===== src/rtl/arc4_encrypt.sv =====
// ---------------------------------------------------------------------------
// arc4_encrypt
//   RC4 (ARC4) stream cipher engine driving three external synchronous RAMs.
//   A length-prefixed message pt[0]=L, pt[1..L] is encrypted into ct[0..L]
//   (ct[0]=L, ct[k]=pt[k] ^ keystream[k]).
//
// Ports
//   clk, rst_n          clock, asynchronous active-low reset
//   en / rdy            start request (taken only while rdy=1) / idle flag
//   key                 8*KEY_LEN bit key, byte 0 in the MSBs
//   s_addr/s_wrdata/s_wren/s_rddata   256x8 state RAM, one-cycle read latency
//   pt_addr/pt_rddata   plaintext RAM read port, one-cycle read latency
//   ct_addr/ct_wrdata/ct_wren         ciphertext RAM write port
//
// All RAM-facing outputs are decoded combinationally from the registered
// state, so an asserted rst_n drops them to zero without waiting for a clock.
// Each state is split into sub-steps (step_q); a read address issued in one
// step is consumed from the RAM data bus in the following step.
// ---------------------------------------------------------------------------
module arc4_encrypt #(
    parameter int KEY_LEN = 3
) (
    input  logic                   clk,
    input  logic                   rst_n,
    input  logic                   en,
    output logic                   rdy,
    input  logic [8*KEY_LEN-1:0]   key,
    output logic [7:0]             s_addr,
    output logic [7:0]             s_wrdata,
    output logic                   s_wren,
    input  logic [7:0]             s_rddata,
    output logic [7:0]             pt_addr,
    input  logic [7:0]             pt_rddata,
    output logic [7:0]             ct_addr,
    output logic [7:0]             ct_wrdata,
    output logic                   ct_wren
);

    typedef enum logic [2:0] {
        ST_IDLE,
        ST_INIT,
        ST_KSA,
        ST_LEN,
        ST_PRGA,
        ST_DONE
    } state_t;

    state_t state_q, state_d;
    logic [2:0] step_q, step_d;
    logic [7:0] i_q, i_d;
    logic [7:0] j_q, j_d;
    logic [7:0] k_q, k_d;
    logic [7:0] kidx_q, kidx_d;

    logic [8*KEY_LEN-1:0] key_q, key_d;
    logic [7:0] si_q, si_d;
    logic [7:0] sj_q, sj_d;
    logic [7:0] pt_q, pt_d;
    logic [7:0] len_q, len_d;

    logic [7:0] key_byte;

    // kidx_q tracks i mod KEY_LEN incrementally, avoiding a divider.
    assign key_byte = key_q[8*(KEY_LEN-1-int'(kidx_q)) +: 8];

    always_comb begin
        state_d   = state_q;
        step_d    = step_q;
        i_d       = i_q;
        j_d       = j_q;
        k_d       = k_q;
        kidx_d    = kidx_q;
        key_d     = key_q;
        si_d      = si_q;
        sj_d      = sj_q;
        pt_d      = pt_q;
        len_d     = len_q;
        rdy       = 1'b0;
        s_addr    = 8'd0;
        s_wrdata  = 8'd0;
        s_wren    = 1'b0;
        pt_addr   = 8'd0;
        ct_addr   = 8'd0;
        ct_wrdata = 8'd0;
        ct_wren   = 1'b0;

        case (state_q)
            ST_IDLE: begin
                rdy = 1'b1;
                if (en) begin
                    key_d   = key;
                    state_d = ST_INIT;
                    step_d  = 3'd0;
                    i_d     = 8'd0;
                    j_d     = 8'd0;
                end
            end

            ST_INIT: begin
                s_addr   = i_q;
                s_wrdata = i_q;
                s_wren   = 1'b1;
                i_d      = i_q + 8'd1;
                if (i_q == 8'hFF) begin
                    state_d = ST_KSA;
                    step_d  = 3'd0;
                    j_d     = 8'd0;
                    kidx_d  = 8'd0;
                end
            end

            ST_KSA: begin
                case (step_q)
                    3'd0: begin
                        s_addr = i_q;
                        step_d = 3'd1;
                    end
                    3'd1: begin
                        si_d   = s_rddata;
                        j_d    = j_q + s_rddata + key_byte;
                        step_d = 3'd2;
                    end
                    3'd2: begin
                        s_addr = j_q;
                        step_d = 3'd3;
                    end
                    3'd3: begin
                        // s[i] <= s[j]; when i==j both writes store the same byte.
                        sj_d     = s_rddata;
                        s_addr   = i_q;
                        s_wrdata = s_rddata;
                        s_wren   = 1'b1;
                        step_d   = 3'd4;
                    end
                    3'd4: begin
                        s_addr   = j_q;
                        s_wrdata = si_q;
                        s_wren   = 1'b1;
                        step_d   = 3'd0;
                        i_d      = i_q + 8'd1;
                        kidx_d   = (kidx_q == 8'(KEY_LEN-1)) ? 8'd0 : kidx_q + 8'd1;
                        if (i_q == 8'hFF) begin
                            state_d = ST_LEN;
                        end
                    end
                    default: step_d = 3'd0;
                endcase
            end

            ST_LEN: begin
                if (step_q == 3'd0) begin
                    pt_addr = 8'd0;
                    step_d  = 3'd1;
                end else begin
                    len_d     = pt_rddata;
                    ct_addr   = 8'd0;
                    ct_wrdata = pt_rddata;
                    ct_wren   = 1'b1;
                    step_d    = 3'd0;
                    i_d       = 8'd0;
                    j_d       = 8'd0;
                    k_d       = 8'd1;
                    state_d   = (pt_rddata == 8'd0) ? ST_DONE : ST_PRGA;
                end
            end

            ST_PRGA: begin
                case (step_q)
                    3'd0: begin
                        s_addr = i_q + 8'd1;
                        i_d    = i_q + 8'd1;
                        step_d = 3'd1;
                    end
                    3'd1: begin
                        si_d   = s_rddata;
                        j_d    = j_q + s_rddata;
                        step_d = 3'd2;
                    end
                    3'd2: begin
                        s_addr  = j_q;
                        pt_addr = k_q;
                        step_d  = 3'd3;
                    end
                    3'd3: begin
                        sj_d     = s_rddata;
                        pt_d     = pt_rddata;
                        s_addr   = i_q;
                        s_wrdata = s_rddata;
                        s_wren   = 1'b1;
                        step_d   = 3'd4;
                    end
                    3'd4: begin
                        s_addr   = j_q;
                        s_wrdata = si_q;
                        s_wren   = 1'b1;
                        step_d   = 3'd5;
                    end
                    3'd5: begin
                        // Swapped pair has the same sum, so the pre-swap copies index the pad.
                        s_addr = si_q + sj_q;
                        step_d = 3'd6;
                    end
                    3'd6: begin
                        ct_addr   = k_q;
                        ct_wrdata = pt_q ^ s_rddata;
                        ct_wren   = 1'b1;
                        step_d    = 3'd0;
                        k_d       = k_q + 8'd1;
                        if (k_q == len_q) begin
                            state_d = ST_DONE;
                        end
                    end
                    default: step_d = 3'd0;
                endcase
            end

            ST_DONE: begin
                state_d = ST_IDLE;
                step_d  = 3'd0;
                i_d     = 8'd0;
                j_d     = 8'd0;
            end

            default: begin
                state_d = ST_IDLE;
                step_d  = 3'd0;
            end
        endcase
    end

    always_ff @(posedge clk or negedge rst_n) begin
        if (!rst_n) begin
            state_q <= ST_IDLE;
            step_q  <= 3'd0;
            i_q     <= 8'd0;
            j_q     <= 8'd0;
            k_q     <= 8'd0;
            kidx_q  <= 8'd0;
        end else begin
            state_q <= state_d;
            step_q  <= step_d;
            i_q     <= i_d;
            j_q     <= j_d;
            k_q     <= k_d;
            kidx_q  <= kidx_d;
        end
    end

    // Datapath holding registers: always written before use, so no reset.
    always_ff @(posedge clk) begin
        key_q <= key_d;
        si_q  <= si_d;
        sj_q  <= sj_d;
        pt_q  <= pt_d;
        len_q <= len_d;
    end

endmodule


===== config.mk =====
export PLATFORM = sky130hd
export DESIGN_NAME = arc4_encrypt
export DESIGN_NICKNAME = d
export VERILOG_FILES = /design/src/rtl/arc4_encrypt.sv
export SDC_FILE = /design/constraint.sdc
export NUM_CORES = 1
export LEC_CHECK = 0
export CELL_PAD_IN_SITES_DETAIL_PLACEMENT = 0
export CELL_PAD_IN_SITES_GLOBAL_PLACEMENT = 2
export CORE_MARGIN = 2
export CORE_UTILIZATION = 38
export DETAILED_ROUTE_END_ITERATION = 12
export PLACE_DENSITY = 0.95
export SLEW_MARGIN = 20
export SYNTH_ARGS = -nofsm -noshare
export SYNTH_HDL_FRONTEND = slang
export SYNTH_SLANG_ARGS = --single-unit

===== constraint.sdc =====
create_clock -name clk -period 7.4 [get_ports clk]
set_input_delay 1.11 -clock clk [delete_from_list [all_inputs] [get_ports clk]]
set_output_delay 1.11 -clock clk [all_outputs]
set_load 0.03 [all_outputs]

# Word level (Yosys, flattened, before mapping)
# Cells that the tools add are included.
# word_totals
ff_bits,94
input_bits,43
output_inout_bits,43
elab_cells,114
# op_classes
add_sub_neg,7
eq_ne,24
shifts,1
n_mux,48
bitwise,2
n_reduce_logical,21
# op_table
cell,count
8-bit 2-to-1 mux,17
8-bit one-hot mux with 2 select lines,6
8-bit one-hot mux with 6 select lines,2
8-bit one-hot mux with 4 select lines,1
3-bit one-hot mux with 5 select lines,2
3-bit 2-to-1 mux,9
"8-bit by 1-bit adder with 8-bit output, second input constant",3
8-bit adder,3
8-bit one-hot mux with 3 select lines,1
24-bit by 12-bit variable part select with 8-bit output,1
"2-bit inequality test, second input constant",9
3-bit one-hot mux with 6 select lines,1
"3-bit equality test, second input constant",5
"3-bit by 2-bit equality test with 1-bit output, second input constant",4
3-bit one-hot mux with 4 select lines,1
2-bit AND reduction,6
"2-bit by 8-bit subtractor with 9-bit output, first input constant",1
"8-bit by 2-bit equality test with 1-bit output, second input constant",1
8-bit equality test,1
"8-bit equality test, second input constant",1
8-bit zero test,1
2-bit OR reduction,4
8-bit bitwise XOR,1
7-bit AND reduction,1
11 further kinds,21

# Longest topological paths before layout
# depth
depth_word,5
mapped_depth,17
ltp_nobuf,15

# Worst setup path after synthesis
# Ideal clock, no wire load.
# synth_timing
kind,in2reg
startpoint,input s_rddata[0]
endpoint,register j_q[7]
setup_time_ps,126
t_arrival_ps,3826
t_required_ps,7274
path_slack_ps,3448
path_stages,12
n_path_buf,0
path_cell_list,ha_1 > fa_1 > a21o_1 > a21oi_1 > xnor2_1 > ha_1 > and3_1 > a221oi_1 > a21oi_1 > xnor2_1 > o22ai_1 > a221o_1
# synth_between
elab_chain_cells,4
word_cells_on_any_way,5
cone_classes,add/sub (2); mux (3)
# synth_rtl
item,line_no,rtl
from (decl),31,"input logic [7:0] s_rddata,"
8-bit adder (*),"120, 176",
8-bit adder,120,j_d = j_q + s_rddata + key_byte;
8-bit 2-to-1 mux,113,case (step_q)
8-bit one-hot mux with 6 select lines (*),87,case (state_q)
to (signal assigned),243,j_q <= j_d;
to (decl),51,"logic [7:0] j_q, j_d;"
# Every way passes the cells marked *; elsewhere a longest branch is shown, timed or not. The select of a mux whose other input is x is not followed.
# A chain may end at the register's enable or synchronous reset.

# Final worst setup path
# layout_timing
startpoint,register step_q[2]
endpoint,output s_wrdata[7]
# layout_between
elab_chain_cells,3
word_cells_on_any_way,4
cone_classes,eq/ne (2); mux (2)
# layout_rtl
item,line_no,rtl
from (decl),49,"logic [2:0] step_q, step_d;"
from (signal assigned),241,step_q <= step_d;
3-bit equality test or 3-bit by 2-bit equality test with 1-bit output (tied branches),"113, 168",
8-bit one-hot mux with 2 select lines (*),"113, 168",
8-bit one-hot mux with 2 select lines (*),87,
to (decl),29,"output logic [7:0] s_wrdata,"
# Every way passes the cells marked *; elsewhere a longest branch is shown, timed or not.

==> flow_summary.toml <==
[synthesis]
synth-simple-area-share_pct = 17.44
synthTopCellsByCount = "nor2_1, edfxtp_1, nand2_1"
synthDistinctLibCells = 68
muxShareOfSynthArea_pct = 3.357
synth_top_area_share_pct = 27.68
synth_edf_count = 56
synth_cells = 623
synth_ff_type = "edfxtp_1"
syn_area_sq_um = 6076
ys_seq_area_share_pct = 43.33
synthAdderAreaFrac_pct = 6.137
ys_warn_count = 0
postSynth.asyncResetShare_pct = 40.43
synth_area_leaders = "edfxtp_1, dfrtp_1, ha_1"
synth_fp_nets = 694
synth_xor_area_share_pct = 6.343
yosysTopAreaCell = "edfxtp_1"
synth_top_family_by_area = "compound AO/OA/AOI/OAI gates"
synth_compound_gate_area_share_pct = 18.90
ys_seq_elements = 94
yosysMostFrequentCell = "nor2_1"
avgSynthCellArea_sq_um = 9.753

[hold_path]
worstHoldEndpoint = "kidx_q[6]"
holdPathStages = 1
hold_class = "reg2reg"
hold_path_startpoint = "kidx_q[6]"

[critical_path]
cp_slowest_cell = "dfrtp_1"
cpLargestDelayFamily = "simple AND/OR/NAND/NOR gates"
arrival_ns = 3.77
path_buf_inv = 2
crit_chain = "inv_1 -> nor3_1 -> nor2b_1 -> a22oi_1 -> nand2_1 -> clkdlybuf4s50_1"
worstReg2RegStart = "kidx_q[0]"
max_stage_delay_ns = 0.95
r2r_setup_slack_ns = 3.54
path_class = "reg2out"
required_ns = 6.29
setup.worst_path.end_class = "output port"
ff2ff_path_depth = 14
critPathLaunchType = "register"
crit_fanout = 27
r2r_end = "j_q[6]"

[timing]
rsz0062_at_grt = "no"
hold_viol = 0
tightest_slew_ns = 1.068
final.min_clock_period_ns = 4.879
fmax_mhz = 205.0
relSlewSlack_pct = 28.82
setup_violations = 0
fin_crit_sh_pct = 65.94
holdWs_ns = 0.5075
drv_slew = 0
finalClockSkew_ns = 0.004112
fin_tns_setup_ns = 0

[detailed_routing]
drt_iter0_drc = 427
route.detailed.drc = 0
ant_nets = 0
via_per_inst = 5.510
totalWireLength_um = 16120
vias = 5003
dr.pass1.iters = 5
drt-wirelength-per-cell_um = 17.76

[power_and_ir_drop]
power_density_nw_per_um2 = 204.4
peakVddDrop_v = 0.0001048
p_total_mw = 1.502
leakagePower_nw = 2.854

[clock_tree]
root_buffer = "clkbuf_16"
hold_buffers = 0
htree_levels = 3
cts_num_sinks = 94
clk_pin_slew_ns = 0.06
clockBufferDepth = 2
postCtsSetupRepairBufs = 0
clkLatencyLatePin_ns = 0.34
cts_resized = 0
cts_tree = "built"
numCtsBuffers = 9

[global_routing]
overflow = 0
met3_usage_pct = 2.972
grt_pass1_vias = 4819
track_usage_pct = 19.53
grt-busiest-layer = "met2"
grt_use_met1_pct = 26.80
grt_max_degree = 39
grt_pass1_wl_um = 25560
antenna_found_initial = 0
met2_usage_pct = 32.06

[finish]
layout.nets = 759
fillCellCount = 1515
areaGrowthSynthToFinish_pct = 20.92
register_area_sq_um = 2634
layout-drive-gt1-share_pct = 4.913
insertedDiodeCount = 0
multi_input_area_sq_um = 3182

[floorplan]
core_sq_um = 15770
start_util_pct = 38.53
fp.dieW_um = 130.4
die_area_sq_um = 17020
ioPinCount = 86
die_y_um = 130.4
rows = 46

[placement]
portBuffers = 85
dpl.hpwl_um = 12000
gp_congestion = 0.8557

[run_status]
outcome = "complete, no violations"

[job]
max-cap-violations = 0
[state kept, by name, indices dropped and copies added (netlist names)]
name / cells
k_q: 8
len_q: 8
si_q: 8
key_q: 24
pt_q: 8
kidx_q: 8
state_q: 3
step_q: 3
sj_q: 8
j_q: 8
i_q: 8
[per-layer routing]
metal,part of all wire (%),wire length (um)
met5,0,0
met4,2.0,316
met3,3.9,633
met2,50,7983
met1,45,7191
[report_power, final]
group	total (mW)	internal, mW	switching, mW	leakage (nW)
combinational	0.371	0.148	0.223	1.67
sequential	0.637	0.599	0.0381	1.04
clock	0.494	0.296	0.198	0.145
[logic make-up after synthesis]
| logic type | count (synthesis) |
|---|---|
| AND/OR/NAND/NOR | 211 |
| XOR/XNOR | 44 |
| multiplexers | 20 |
| flip-flops | 94 |
| adder cells (fa/ha/maj) | 28 |
| AO/OA/AOI/OAI | 171 |
| buffers and inverters | 55 |
[per-stage QoR]
| stage | instances | setup WS [ns] | instance area, sq um | util (%) |
|---|---|---|---|---|
| final | 908 | 2.521 | 7347 | 46.59 |
| after global routing | 908 | 2.304 | 7347 | 46.59 |
| after CTS | 907 | 2.374 | 7335 | 46.51 |
| after detailed placement | 892 | 2.476 | 7022 | 44.53 |
| after global placement | 892 | 2.599 | 7017 | 44.49 |
| after floorplan | 623 | 3.448 | 6076 | - |
[worst max-delay path by stage]
stage | endpoint | startpoint | depth (start not counted)
2_1_floorplan | j_q[7] | s_rddata[0] | 12
3_3_place_gp | j_q[7] | s_rddata[0] | 13
3_5_place_dp | j_q[7] | s_rddata[0] | 13
4_1_cts | s_wrdata[4] | state_q[2] | 6
5_1_grt | s_wrdata[0] | step_q[2] | 6
6_report | s_wrdata[7] | step_q[2] | 6
[layout by cell type (no fill, tap or decap), types with 17 or more instances in the layout]
master and instances:
mux2i_1 17, xor2_1 28, edfxtp_1 56, a21oi_1 29
o21ai_0 48, nor2_1 58, inv_1 20, ha_1 25
dfrtp_1 37, nand2_1 54, a22oi_1 17, clkdlybuf4s50_1 84
and2_1 19
[final cells by class]
class | count | area share, %
Clock buffer | 10 | 3.116
Clock inverter | 5 | 1.141
Inverter | 20 | 1.022
Multi-Input combinational cell | 474 | 43.31
Sequential cell | 94 | 35.85
Tap cell | 216 | 3.678
Timing Repair Buffer | 89 | 11.89
Note: power is estimated with default switching activity, not from simulation.
